## src/rtl/mul16_seq.sv

```systemverilog
// Iterative 16x16 unsigned shift-and-add multiplier for the HACK datapath.
// One Add16 ripple adder forms each partial sum; 16 RUN cycles give the 32-bit product.

module Add16 (
  input  logic [15:0] a,
  input  logic [15:0] b,
  input  logic        cin,
  output logic [15:0] Sum,
  output logic        Carry
);

  logic c;

  // Explicit bit-serial ripple chain, the multiplier's critical path.
  always_comb begin
    c   = cin;
    Sum = '0;
    for (int i = 0; i < 16; i++) begin
      Sum[i] = a[i] ^ b[i] ^ c;
      c      = (a[i] & b[i]) | (c & (a[i] ^ b[i]));
    end
    Carry = c;
  end

endmodule

module mul16_seq (
  input  logic        clk,
  input  logic        rst_n,
  input  logic        start,
  input  logic [15:0] x,
  input  logic [15:0] y,
  output logic        busy,
  output logic        done,
  output logic [31:0] product,
  output logic        overflow
);

  localparam int unsigned W  = 16;
  localparam int unsigned CW = 4;

  localparam logic [1:0] S_IDLE = 2'd0;
  localparam logic [1:0] S_RUN  = 2'd1;
  localparam logic [1:0] S_DONE = 2'd2;

  logic [1:0]    state, state_nxt;
  logic [W-1:0]  mcand, mcand_nxt;
  logic [W-1:0]  acc, acc_nxt;
  logic [W-1:0]  mq, mq_nxt;
  logic [CW-1:0] cnt, cnt_nxt;
  logic [2*W-1:0] product_nxt;
  logic          overflow_nxt;
  logic          busy_nxt, done_nxt;
  logic [W-1:0]  sum;
  logic          carry;

  Add16 u_add (
    .a     (acc),
    .b     (mcand),
    .cin   (1'b0),
    .Sum   (sum),
    .Carry (carry)
  );

  // State and datapath registers
  always_ff @(posedge clk) begin
    if (!rst_n) begin
      state    <= S_IDLE;
      mcand    <= '0;
      acc      <= '0;
      mq       <= '0;
      cnt      <= '0;
      product  <= '0;
      overflow <= 1'b0;
      busy     <= 1'b0;
      done     <= 1'b0;
    end else begin
      state    <= state_nxt;
      mcand    <= mcand_nxt;
      acc      <= acc_nxt;
      mq       <= mq_nxt;
      cnt      <= cnt_nxt;
      product  <= product_nxt;
      overflow <= overflow_nxt;
      busy     <= busy_nxt;
      done     <= done_nxt;
    end
  end

  // Next-state and datapath update; the adder carry shifts into acc[15] so nothing is lost
  always_comb begin
    state_nxt    = state;
    mcand_nxt    = mcand;
    acc_nxt      = acc;
    mq_nxt       = mq;
    cnt_nxt      = cnt;
    product_nxt  = product;
    overflow_nxt = overflow;

    case (state)
      S_IDLE: begin
        if (start) begin
          mcand_nxt = x;
          mq_nxt    = y;
          acc_nxt   = '0;
          cnt_nxt   = '0;
          state_nxt = S_RUN;
        end
      end
      S_RUN: begin
        if (mq[0]) begin
          acc_nxt = {carry, sum[W-1:1]};
          mq_nxt  = {sum[0], mq[W-1:1]};
        end else begin
          acc_nxt = {1'b0, acc[W-1:1]};
          mq_nxt  = {acc[0], mq[W-1:1]};
        end
        cnt_nxt = cnt + CW'(1);
        if (cnt == CW'(W - 1)) begin
          product_nxt  = {acc_nxt, mq_nxt};
          overflow_nxt = |acc_nxt;
          state_nxt    = S_DONE;
        end
      end
      S_DONE:  state_nxt = S_IDLE;
      default: state_nxt = S_IDLE;
    endcase

    busy_nxt = (state_nxt != S_IDLE);
    done_nxt = (state_nxt == S_DONE);
  end

endmodule

```

## config.mk

```make
export PLATFORM = sky130hd
export DESIGN_NAME = mul16_seq
export DESIGN_NICKNAME = d
export VERILOG_FILES = /design/src/rtl/mul16_seq.sv
export SDC_FILE = /design/constraint.sdc
export NUM_CORES = 1
export LEC_CHECK = 0
export CORE_MARGIN = 5
export CORE_UTILIZATION = 53
export CTS_CLUSTER_DIAMETER = 30
export DETAILED_ROUTE_END_ITERATION = 8
export PLACE_DENSITY = 0.87
export SYNTH_ARGS = -nofsm -noshare
export SYNTH_HDL_FRONTEND = slang
export SYNTH_SLANG_ARGS = --single-unit
```

## constraint.sdc

```tcl
create_clock -name clk -period 7.4 [get_ports clk]
set_input_delay 1.48 -clock clk [delete_from_list [all_inputs] [get_ports clk]]
set_output_delay 1.48 -clock clk [all_outputs]
set_load 0.02 [all_outputs]
```

Word-level counts from Yosys, hierarchy flattened
Cells that the tools add are included.
{ "op_classes": {"addsub": 1, "eq_ne": 4, "muxes": 12, "bitwise_logic": 77, "reduce_logical": 7} }
{ "ops": {"columns": ["cell", "n"], "rows": [
  ["2-to-1 mux 16 bit", 5],
  ["one-hot mux 16 bit (2 select lines)", 2],
  ["bitwise AND 1 bit", 31],
  ["XOR 1 bit", 31],
  ["OR reduction 16 bit", 1],
  ["OR 1 bit", 15],
  ["one-hot mux 4 bit (2 select lines)", 1],
  ["AND reduction 2 bit", 3],
  ["adder 4 x 1 -> 4 bit, second input constant", 1],
  ["equality test 4 bit, second input constant", 1],
  ["2-to-1 mux 2 bit", 2],
  ["2-to-1 mux 4 bit", 1],
  ["one-hot mux 2 bit (2 select lines)", 1],
  ["nonzero test 2 bit", 2],
  ["equality test 2 x 1 -> 1 bit, second input constant", 1],
  ["equality test 2 bit, second input constant", 1],
  ["zero test 2 bit", 1],
  ["inequality test 2 bit, second input constant", 1]
]} }
{ "totals": {"regBits": 89, "input_bits": 35} }

Logic depth before layout (Yosys ltp)
{ "depth": {"depth_word": 34, "depth_mapped": 24, "depth_no_buf": 24} }

By module
From an unflattened synthesis, not the netlist that was laid out.
{ "unflattened": {"cells_unflattened": 453, "hier_area_um2": 4076.4} }
{ "by_module_without_submodules": {"columns": ["mod", "instances", "cells_per_inst", "area_each_um2", "seq_area_each_um2"], "rows": [
  ["mul16_seq", 1, 427, 3718.6, 1781.7],
  ["Add16", 1, 26, 357.8, 0.0]
]} }

Worst setup path after synthesis
Ideal clock, no wire load.
{ "synth_path": {"kind": "reg-to-reg", "from": "register mcand[0]", "to": "register overflow", "arrival_time_ns": 6.026, "setup_slack_ns": 1.235, "path_stages_with_launch": 25, "n_path_buf": 0, "synth_period_minus_slack_ns": 6.165, "path_cell_list": "dfxtp_1 -> ha_1 -> inv_1 -> fa_1 -> inv_1 -> fa_1 -> fa_1 -> fa_1 -> fa_1 -> fa_1 -> fa_1 -> fa_1 -> fa_1 -> fa_1 -> fa_1 -> inv_1 -> fa_1 -> fa_1 -> fa_1 -> inv_1 -> fa_1 -> nor4b_1 -> nand3_1 -> o21ai_0 -> a41oi_1"} }
{ "synth_via": {"elab_chain_len": 34, "elab_cells_between_ends": 49} }
{ "synth_lines": {"columns": ["element", "line_no", "rtl"], "rows": [
  ["start: declaration", "47", "logic [W-1:0] mcand, mcand_nxt;"],
  ["start signal: assignment", "79", "mcand <= mcand_nxt;"],
  ["bitwise AND 1 bit *", "20", "c = (a[i] & b[i]) | (c & (a[i] ^ b[i]));"],
  ["bitwise AND 1 bit", "20", null],
  ["OR 1 bit", "20", null],
  ["bitwise AND 1 bit", "20", null],
  ["OR 1 bit", "20", null],
  ["bitwise AND 1 bit", "20", null],
  ["OR 1 bit", "20", null],
  ["bitwise AND 1 bit", "20", null],
  ["(+18 left out)", null, null],
  ["OR 1 bit", "20", null],
  ["bitwise AND 1 bit", "20", null],
  ["OR 1 bit", "20", null],
  ["bitwise AND 1 bit", "20", null],
  ["OR 1 bit", "20", null],
  ["2-to-1 mux 16 bit *", "111", "if (mq[0]) begin"],
  ["2-to-1 mux 16 bit *", "100", "case (state)"],
  ["OR reduction 16 bit *", "121", "overflow_nxt = |acc_nxt;"],
  ["end signal: assignment", "84", "overflow <= overflow_nxt;"],
  ["end: declaration", "36", "output logic overflow"]
]} }
Every way passes the cells marked *; elsewhere a longest branch is shown, timed or not. The select of a mux whose other input is x is not followed.
A chain may end at the register's enable or synchronous reset.

Worst setup path in the final report
Same ends and word-level chain as after synthesis.

==> out/qor.csv <==
metric;value;unit
vias;3349;
mean number of vias per cell;5.50;
run status;finished clean;
Total Wirelength;9280;um
Post-Synthesis Cells;452;
CTS Hold Bufs;0;
clk buf depth;2;
Setup CP Type;flop to flop;
RD Place Congestion;0.851;
period utilization;89.1;%
MaxCap Viol Count;0;
final-report hold violation count;0;
diode count;0;
Final ANT Viol Nets;0;
drt pass-1 iters;5;
WP data arrival;6800;ps
Achievable Freq;152;MHz
H-tree levels;3;
Static Leak;1.83;nW
DRC;0;
Worst VDD drop;0.117;mV
yosys warns;0;
Area Overhead vs Synth;20.4;%
Setup crit end kind;flop;
number of global-route vias before repair;3326;
synth unique cells;37;
TNS Setup;0;ps
Power Density;194;nW/um2
Die ar.;9880;um2
synthesized area per cell;9.37;um2
Sink Count;89;
Min Hold Slack;458;ps
share of synthesized flip-flops with an asynchronous set or reset;0;%
prevailing post-synth register cell;dfxtp_1;
dpl hpwl;6140;um
worst-skew pair later-pin latency;360;ps
worst-path fanout max;2;
Worst-path clk slew;90;ps
crit start category;flop;
commonest non-fill, non-tap cell in the layout;nand2_1;
Clock Skew;8.88;ps
Post-CTS Setup Bufs;0;
row count;32;
post-synthesis register bit count;89;
Req. time, crit path;7610;ps
DIE WIDTH;99.4;um
register area share after synthesis;42.1;%
GR Overflow Total;0;
EDFF count, synth;0;
core footprint;7770;um2
Clock Root Buffer;clkbuf_8;
post_cts resized;0;
Synth Cell Area;4230;um2
CTS tree;built;
Hold Crit Class;flop to flop;
leading cell types in the layout, fill and taps excluded;nand2_1 (101), dfxtp_1 (89), clkdlybuf4s50_1 (68);
RSZ-0062 raised after global routing;false;
chip height;99.4;um
antenna violations before repair;0;
share of cells above drive strength 1;14.4;%
Iteration-0 DRC Markers;232;
Num CTS Buffers;9;
final-stage net count;554;
Port-buffer cells;69;
Slew Limit Headroom;26.8;%
WL per Instance;15.2;um
first-pass GRT wire length;15700;um
I/O pins;70;
global-route usage over all layers;19.5;%
Min Clock Period, post-route;6590;ps
Initial Utilization;54.5;%
largest net degree at the start of global routing;89;
syn nets;504;
Final setup viols;0;
Pins Over Slew Limit;0;
Slew @ Worst Pin;1100;ps
[layout make-up]
| cell class | instances | area, um2 |
|---|---|---|
| sequential | 89 | 1780 |
| multi-input combinational | 318 | 2210 |
| tap | 102 | 128 |
| clock inverter | 7 | 100 |
| clock buffer | 9 | 124 |
| timing repair buffer | 72 | 708 |
| inverter | 12 | 45.0 |
| fill | 637 | 2670 |
[worst max-delay path: stages (launching register included)]
cell	delay, ps
dfxtp_1	330
ha_1	190
inv_1	60
fa_1	150
inv_1	50
fa_1	370
fa_1	390
fa_1	390
fa_1	400
fa_1	390
fa_1	390
fa_1	390
fa_1	390
fa_1	380
fa_1	370
inv_1	80
fa_1	180
fa_1	180
fa_1	180
inv_1	50
fa_1	460
nor4b_1	260
nand3_1	110
o21ai_0	140
a41oi_1	130
[registers in the layout, summed over array words and instances, names as in the netlist]
| register | cells |
|---|---|
| product | 32 |
| acc | 16 |
| mcand | 16 |
| mq | 16 |
| cnt | 4 |
| state | 2 |
| busy | 1 |
| done | 1 |
| overflow | 1 |
[routing by layer]
metal | vias to the layer above | routed length [um] | global-route usage (%)
li1 | 1632 | - | -
met1 | 1608 | 4150 | 25.0
met2 | 91 | 4490 | 31.9
met3 | 18 | 409 | 3.30
met4 | 0 | 223 | 9.24
met5 | - | 0 | 0
[worst paths after layout]
| path | startpoint | endpoint | slack (ps) | cells past startpoint |
|---|---|---|---|---|
| min reg2reg | product[16] | product[16] | 460 | 2 |
| max | mcand[0] | overflow | 810 | 24 |
| min | product[16] | product[16] | 460 | 2 |
| max reg2reg | mcand[0] | overflow | 810 | 24 |
[power breakdown]
| group | leakage, nW | internal (mW) | switching, mW |
|---|---|---|---|
| Combinational | 0.995 | 0.0545 | 0.0449 |
| Clock | 0.115 | 0.194 | 0.180 |
| Sequential | 0.724 | 0.494 | 0.0200 |
| Total | 1.83 | 0.742 | 0.245 |
[stage by stage]
stage,instances,cell area [um2],worst slack [ps],util [%],power (mW)
2_1_floorplan,452,4230,1240,-,0.591
3_3_place_gp,593,4870,993,62.8,0.620
3_5_place_dp,593,4870,838,62.8,0.623
4_1_cts,609,5100,818,65.6,0.992
5_1_grt,609,5100,490,65.6,1.03
6_report,609,5100,808,65.6,0.987
[cell usage after synthesis, drive strengths merged, types with 2 or more instances]
cell    count  area share (%)
mux2       12             3.2
ha          2            0.59
a21boi     50              11
nand2     101             9.0
and2        3            0.44
fa         15             7.1
nand4       3            0.44
o221a      15             4.0
dfxtp      89              42
clkbuf     13             1.2
nor3b       2            0.89
nand3       3            0.35
a22oi      17             3.0
buf        20             3.5
o21ai       4            0.47
nor2b      34             5.1
nor2       23             2.2
inv        12             1.1
a21oi      19             2.2
nor4        4            0.59
o21a        2            0.35
[cells by family (layout without fill, tap and decap cells)]
group / after synthesis / in the layout / share of synthesized area (%)
compound gates: 111 / 111 / 21.7
mux: 12 / 12 / 3.19
fa+ha+maj: 17 / 17 / 7.68
simple gates: 178 / 178 / 19.7
flops: 89 / 89 / 42.1
buf+inv: 45 / 100 / 5.67
(Power assumes the default switching activity.)
